### src/rtl/alu_mul_seq.sv
// Iterative shift-add multiplier for the MIPS EX stage.
// Stalls the front end while an R-type mul runs and pulses done with the 2*WIDTH-bit product.
module alu_mul_seq #(
   parameter int         WIDTH    = 32,
   parameter logic [3:0] CTRL_MUL = 4'b1010
) (
   input  logic             clk_i,
   input  logic             rst_i,
   input  logic             start_i,
   input  logic [3:0]       alu_ctrl_i,
   input  logic             flush_i,
   input  logic [WIDTH-1:0] src1_i,
   input  logic [WIDTH-1:0] src2_i,
   output logic             stall_o,
   output logic             done_o,
   output logic [WIDTH-1:0] result_lo_o,
   output logic [WIDTH-1:0] result_hi_o
);

   localparam int CW = (WIDTH > 1) ? $clog2(WIDTH) : 1;

   typedef enum logic [1:0] {IDLE, RUN, DONE} state_t;

   state_t             state;
   logic [CW-1:0]      count;
   logic [2*WIDTH-1:0] acc;
   logic [2*WIDTH-1:0] mcand;
   logic [2*WIDTH-1:0] acc_next;
   logic [WIDTH-1:0]   mplier;
   logic               accept;
   logic               last_iter;

   // Flush beats a simultaneous accept so an aborted instruction never stalls the pipe.
   assign accept    = (state == IDLE) && start_i && (alu_ctrl_i == CTRL_MUL) && !flush_i;
   assign stall_o   = accept || (state == RUN);
   assign acc_next  = mplier[0] ? (acc + mcand) : acc;
   assign last_iter = (count == CW'(WIDTH - 1));

   always_ff @(posedge clk_i or posedge rst_i) begin
      if (rst_i) begin
         state       <= IDLE;
         count       <= '0;
         acc         <= '0;
         mcand       <= '0;
         mplier      <= '0;
         done_o      <= 1'b0;
         result_lo_o <= '0;
         result_hi_o <= '0;
      end else begin
         done_o <= 1'b0;
         case (state)
            IDLE: begin
               if (accept) begin
                  mcand  <= {{WIDTH{1'b0}}, src1_i};
                  mplier <= src2_i;
                  acc    <= '0;
                  count  <= '0;
                  state  <= RUN;
               end
            end
            RUN: begin
               if (flush_i) begin
                  state <= IDLE;
               end else begin
                  acc    <= acc_next;
                  mcand  <= mcand << 1;
                  mplier <= mplier >> 1;
                  count  <= count + 1'b1;
                  // The final partial sum goes straight into the result registers.
                  if (last_iter) begin
                     state       <= DONE;
                     done_o      <= 1'b1;
                     result_lo_o <= acc_next[WIDTH-1:0];
                     result_hi_o <= acc_next[2*WIDTH-1:WIDTH];
                  end
               end
            end
            DONE: begin
               state <= IDLE;
            end
            default: begin
               state <= IDLE;
            end
         endcase
      end
   end

endmodule

### config.mk
export PLATFORM = sky130hd
export DESIGN_NAME = alu_mul_seq
export DESIGN_NICKNAME = d
export VERILOG_FILES = /design/src/rtl/alu_mul_seq.sv
export SDC_FILE = /design/constraint.sdc
export NUM_CORES = 1
export LEC_CHECK = 0
export ABC_AREA = 1
export CAP_MARGIN = 20
export CORE_MARGIN = 8
export CORE_UTILIZATION = 59
export CTS_CLUSTER_SIZE = 28
export DETAILED_ROUTE_END_ITERATION = 6
export HOLD_SLACK_MARGIN = 0.12
export PLACE_DENSITY_LB_ADDON = 0.3
export SLEW_MARGIN = 10
export SYNTH_ARGS = -nofsm -noshare
export SYNTH_HDL_FRONTEND = slang
export SYNTH_SLANG_ARGS = --single-unit
### constraint.sdc
create_clock -name clk_i -period 11 [get_ports clk_i]
set_input_delay 2.2 -clock clk_i [delete_from_list [all_inputs] [get_ports clk_i]]
set_output_delay 2.2 -clock clk_i [all_outputs]
set_load 0.01 [all_outputs]
Word level (Yosys, flattened, before mapping)
Index checks and enable logic that the tools add are counted.
{"block": "word_totals", "regBits": 232, "output_inout_bits": 66}
{"block": "classes", "n_bitwise": 1, "n_addsub": 2, "reduce_logical": 10, "eq_ne": 6, "n_mux": 20}
{"operator": "2-to-1 mux 64 bit", "count": 5}
{"operator": "one-hot mux 64 bit (2 select lines)", "count": 2}
{"operator": "adder 64 bit", "count": 1}
{"operator": "2-to-1 mux 32 bit", "count": 2}
{"operator": "one-hot mux 32 bit (2 select lines)", "count": 1}
{"operator": "2-to-1 mux 5 bit", "count": 2}
{"operator": "one-hot mux 5 bit (2 select lines)", "count": 1}
{"operator": "2-to-1 mux 2 bit", "count": 3}
{"operator": "AND reduction 3 bit", "count": 2}
{"operator": "adder 5 x 1 -> 5 bit, second input constant", "count": 1}
{"operator": "equality test 5 bit, second input constant", "count": 1}
{"operator": "equality test 4 bit, second input constant", "count": 1}
{"operator": "inequality test 2 bit, second input constant", "count": 2}
{"operator": "one-hot mux 2 bit (2 select lines)", "count": 1}
{"operator": "logical AND 1 bit", "count": 3}
{"operator": "2-to-1 mux 1 bit", "count": 3}
{"operator": "inequality test 3 bit, second input constant", "count": 1}
{"operator": "equality test 2 x 1 -> 1 bit, second input constant", "count": 1}
{"operator": "zero test 2 bit", "count": 1}
{"operator": "AND reduction 2 bit", "count": 1}
{"operator": "nonzero test 2 bit", "count": 1}
{"operator": "zero test 1 bit", "count": 1}
{"operator": "logical OR 1 bit", "count": 1}
{"operator": "NOT 1 bit", "count": 1}

Logic depth before layout (Yosys ltp)
{"block": "depth", "depth_word": 6, "ltp_mapped": 18, "mapped_depth_nobuf": 18}

Worst setup path before layout
OpenSTA, ideal clock, no wires.
{"block": "synth_path", "path_type": "input to output", "from": "input port alu_ctrl_i[0]", "to": "output port stall_o", "arrival_ns": 2.687, "n_path_buf": 0, "stages": 3, "setup_slack_ns": 6.113, "path_cell_list": "nor3_1 > nand4_1 > nand2_1"}
{"block": "synth_via", "elab_chain_len": 4}
{"item": "start: declaration", "line": "10", "text": "input logic [3:0] alu_ctrl_i,"}
{"item": "equality test 4 bit", "line": "34", "text": "assign accept = (state == IDLE) && start_i && (alu_ctrl_i == CTRL_MUL) && !flush_i;"}
{"item": "logical AND 1 bit (2 in series)", "line": "34"}
{"item": "logical OR 1 bit", "line": "35", "text": "assign stall_o = accept || (state == RUN);"}
{"item": "end: declaration", "line": "14", "text": "output logic stall_o,"}
No other way between the ends.

Worst setup path in the final report
{"block": "layout_path", "from": "input port alu_ctrl_i[1]", "to": "output port stall_o"}
Same word-level chain as after synthesis.

==> metrics.cfg <==
[logic_synthesis]
synth_top_family_by_area = simple AND/OR/NAND/NOR gates
synth_nets = 2531
ys_seq_area_share_pct = 36.8
muxShareOfSynthArea_pct = 0.0635
async_flop_share_pct = 100
avgSynthCellArea_um2 = 6.59
yosysWarnings = 0
synth_area_um2 = 15800
syn_inst = 2393
yosys.area_share.xor_xnor_pct = 1.67
synth_simple_gate_area_share_pct = 32.5
synthAdderAreaFrac_pct = 5.29
ys_ff_latch = 232
synth_compound_area_share_pct = 10.8
synth_ff_type = dfrtp_1
synth_edf_count = 0
synth_cell_type_count = 34

[die]
ioPinCount = 138
fp.dieW_um = 179
die-height_um = 179
core_area_um2 = 26600
fp-row-count = 60
start_util_pct = 59.3
die_area_um2 = 32200

[routing]
viasPerCell = 5.43
antenna_left = 0
totalWireLength_mm = 48.4
wire_per_inst_um = 17.0
drtPass1Iterations = 6
drt_iter0_markers = 1409
num_vias = 15500
drc = 0

[global_route]
grt_most_used_layer = met2
use_met1_pct = 40.8
use_met3_pct = 5.00
gr-usage-met2_pct = 47.6
grt_first_pass_wirelength_mm = 78.2
grt_overflow = 0
grt_pass1_vias = 15000
track_usage_pct = 29.5
antenna_found_initial = 0
grt_max_degree = 107

[layout]
insertedDiodeCount = 0
final_layout_size_suffix_gt1_share_pct = 4.50
fillers = 2286
syn2layout_area_growth_pct = 15.6
nets = 2631

[worst_setup_path]
r2r_start = state[1]
cp.arrival_ns = 3.87
startpoint_type = input port
rrSetupSlack_ns = 6.39
required_ns = 8.80
crit_type = in -> out
crit_end = stall_o
critPathMaxFanout = 5
r2r-end = mplier[3]
startpoint = alu_ctrl_i[1]
ff2ff_path_depth = 11
cp-end-kind = output port

[clocking]
htreeDepth = 1
cts.sink_count = 232
cts_tree = built
post-cts-setup-buffer-count = 0
clock_tree.buffer_depth = 3
cts.clk_slew.worst_paths_ns = 0.06
cts_hold_buf = 0
clk_latency_ns = 0.57
clockRootBuffer = clkbuf_16
cts_buffers = 26
cts_resized = 0

[timing]
fin_ws_ns = 4.93
finClkSkew_ns = 0.0321
post-route-period-util_pct = 55.2
tns_ns = 0
maxSlewViolCount = 0
fin_crit_ns = 6.07
relSlewSlack_pct = 27.3
finalHoldViolCount = 0
fmax_mhz = 165
rsz0062_at_grt = false
report.final.setup_viol = 0
tightestPinTransition_ns = 1.09

[placed_design]
dpl_worst_slack_ns = 4.85
port_buffers = 137
gp_congestion = 0.944
hpwl_mm = 35.9

[pwr]
ir_worst_vdd_uv = 119
p_leak_nw = 9.97
power_density_nw_per_um2 = 209

[status]
outcome = complete, no violations

[run]
max_cap_violations = 0

[worst_hold_path]
hold_class = reg -> reg

-- power by group --
| part | leakage [nW] | internal [W] | switching [W] |
|---|---|---|---|
| Combinational | 6.51 | 0.000579 | 0.00115 |
| Sequential | 3.03 | 0.00104 | 0.000144 |
| Clock | 0.430 | 0.000524 | 0.000369 |
-- state kept, by name, indices dropped and copies added, names as in the netlist --
name         flops
count            5
mplier          32
mcand           64
acc             64
result_hi_o     32
state            2
done_o           1
result_lo_o     32
-- worst min-delay path by stage --
stage	startpoint	depth (start not counted)	slack [ns]	end
finish	result_hi_o[4]	2	0.47	result_hi_o[4]
global route	result_hi_o[7]	2	0.49	result_hi_o[7]
CTS	result_hi_o[4]	2	0.48	result_hi_o[4]
detailed placement	result_hi_o[18]	2	0.46	result_hi_o[18]
global placement	result_hi_o[22]	2	0.46	result_hi_o[22]
floorplan	acc[19]	2	0.47	acc[19]
-- critical path, cell delays in order --
cell and delay, ns:
clkdlybuf4s50_1 0.45, nand2_1 0.04, nor3_1 0.17, nand4_1 0.29, nand2_1 0.16, clkdlybuf4s50_1 0.55
-- synthesized netlist by cell type (31+ instances only) --
cell | number | share of area (%)
o211ai_1 | 76 | 3.6
a21oi_1 | 45 | 1.4
nor2_1 | 118 | 2.8
ha_1 | 65 | 5.2
inv_1 | 444 | 11
dfrtp_1 | 232 | 37
nand3_1 | 159 | 5.0
o22ai_1 | 43 | 1.7
o21ai_1 | 31 | 0.98
clkbuf_1 | 38 | 0.90
nand2_1 | 894 | 21
o21ai_0 | 87 | 2.8
or2_2 | 33 | 1.3
-- cell type report --
type / count / area [µm²] / share of cell area [%]
Clock inverter: 8 / 119 / 0.652
Multi-Input combinational cell: 1636 / 7930 / 43.6
Inverter: 450 / 1700 / 9.31
Clock buffer: 38 / 756 / 4.15
Tap cell: 341 / 427 / 2.34
Sequential cell: 232 / 5810 / 31.9
Timing Repair Buffer: 147 / 1480 / 8.12
-- placed cells by master, fill, tap and decap left out, types with 6 or more instances in the layout --
cell type	count
nand2_1	893
clkdlybuf4s50_1	137
nand2_2	11
a21oi_1	45
nand3_1	159
clkbuf_1	6
xor2_1	14
clkbuf_16	26
o22ai_1	43
nand4_1	11
nor3_1	11
or2_2	33
xnor2_1	16
buf_4	8
o21ai_0	87
nor2_1	118
o211ai_1	76
inv_1	443
ha_1	65
dfrtp_1	231
o21ai_1	31
clkbuf_8	6
-- through the flow --
step	area (µm²)	cells	util, %	hold WS [ns]	total power (W)
after detailed placement	17300	2805	65.2	0.464	0.00288
after global placement	17300	2804	65.1	0.462	0.00282
after floorplan	15800	2393	-	0.470	0.00240
after global routing	18200	2852	68.5	0.495	0.00408
final	18200	2852	68.5	0.474	0.00381
after CTS	18200	2851	68.5	0.481	0.00379
-- per-layer routing --
metal,vias to the layer above,routed length [µm]
met5,-,0
met4,0,1160
met3,68,3800
met2,588,21800
met1,7190,21600
li1,7633,-
-- cells by family after synthesis --
kind of cell | count (synthesis)
and+or+nand+nor | 1251
buffers and inverters | 525
adders and majority gates | 66
DFF | 232
xor gates and xnor gates | 30
AOI/OAI and AO/OA | 288
muxes | 1
No activity file was read; power rests on OpenSTA's default activity.
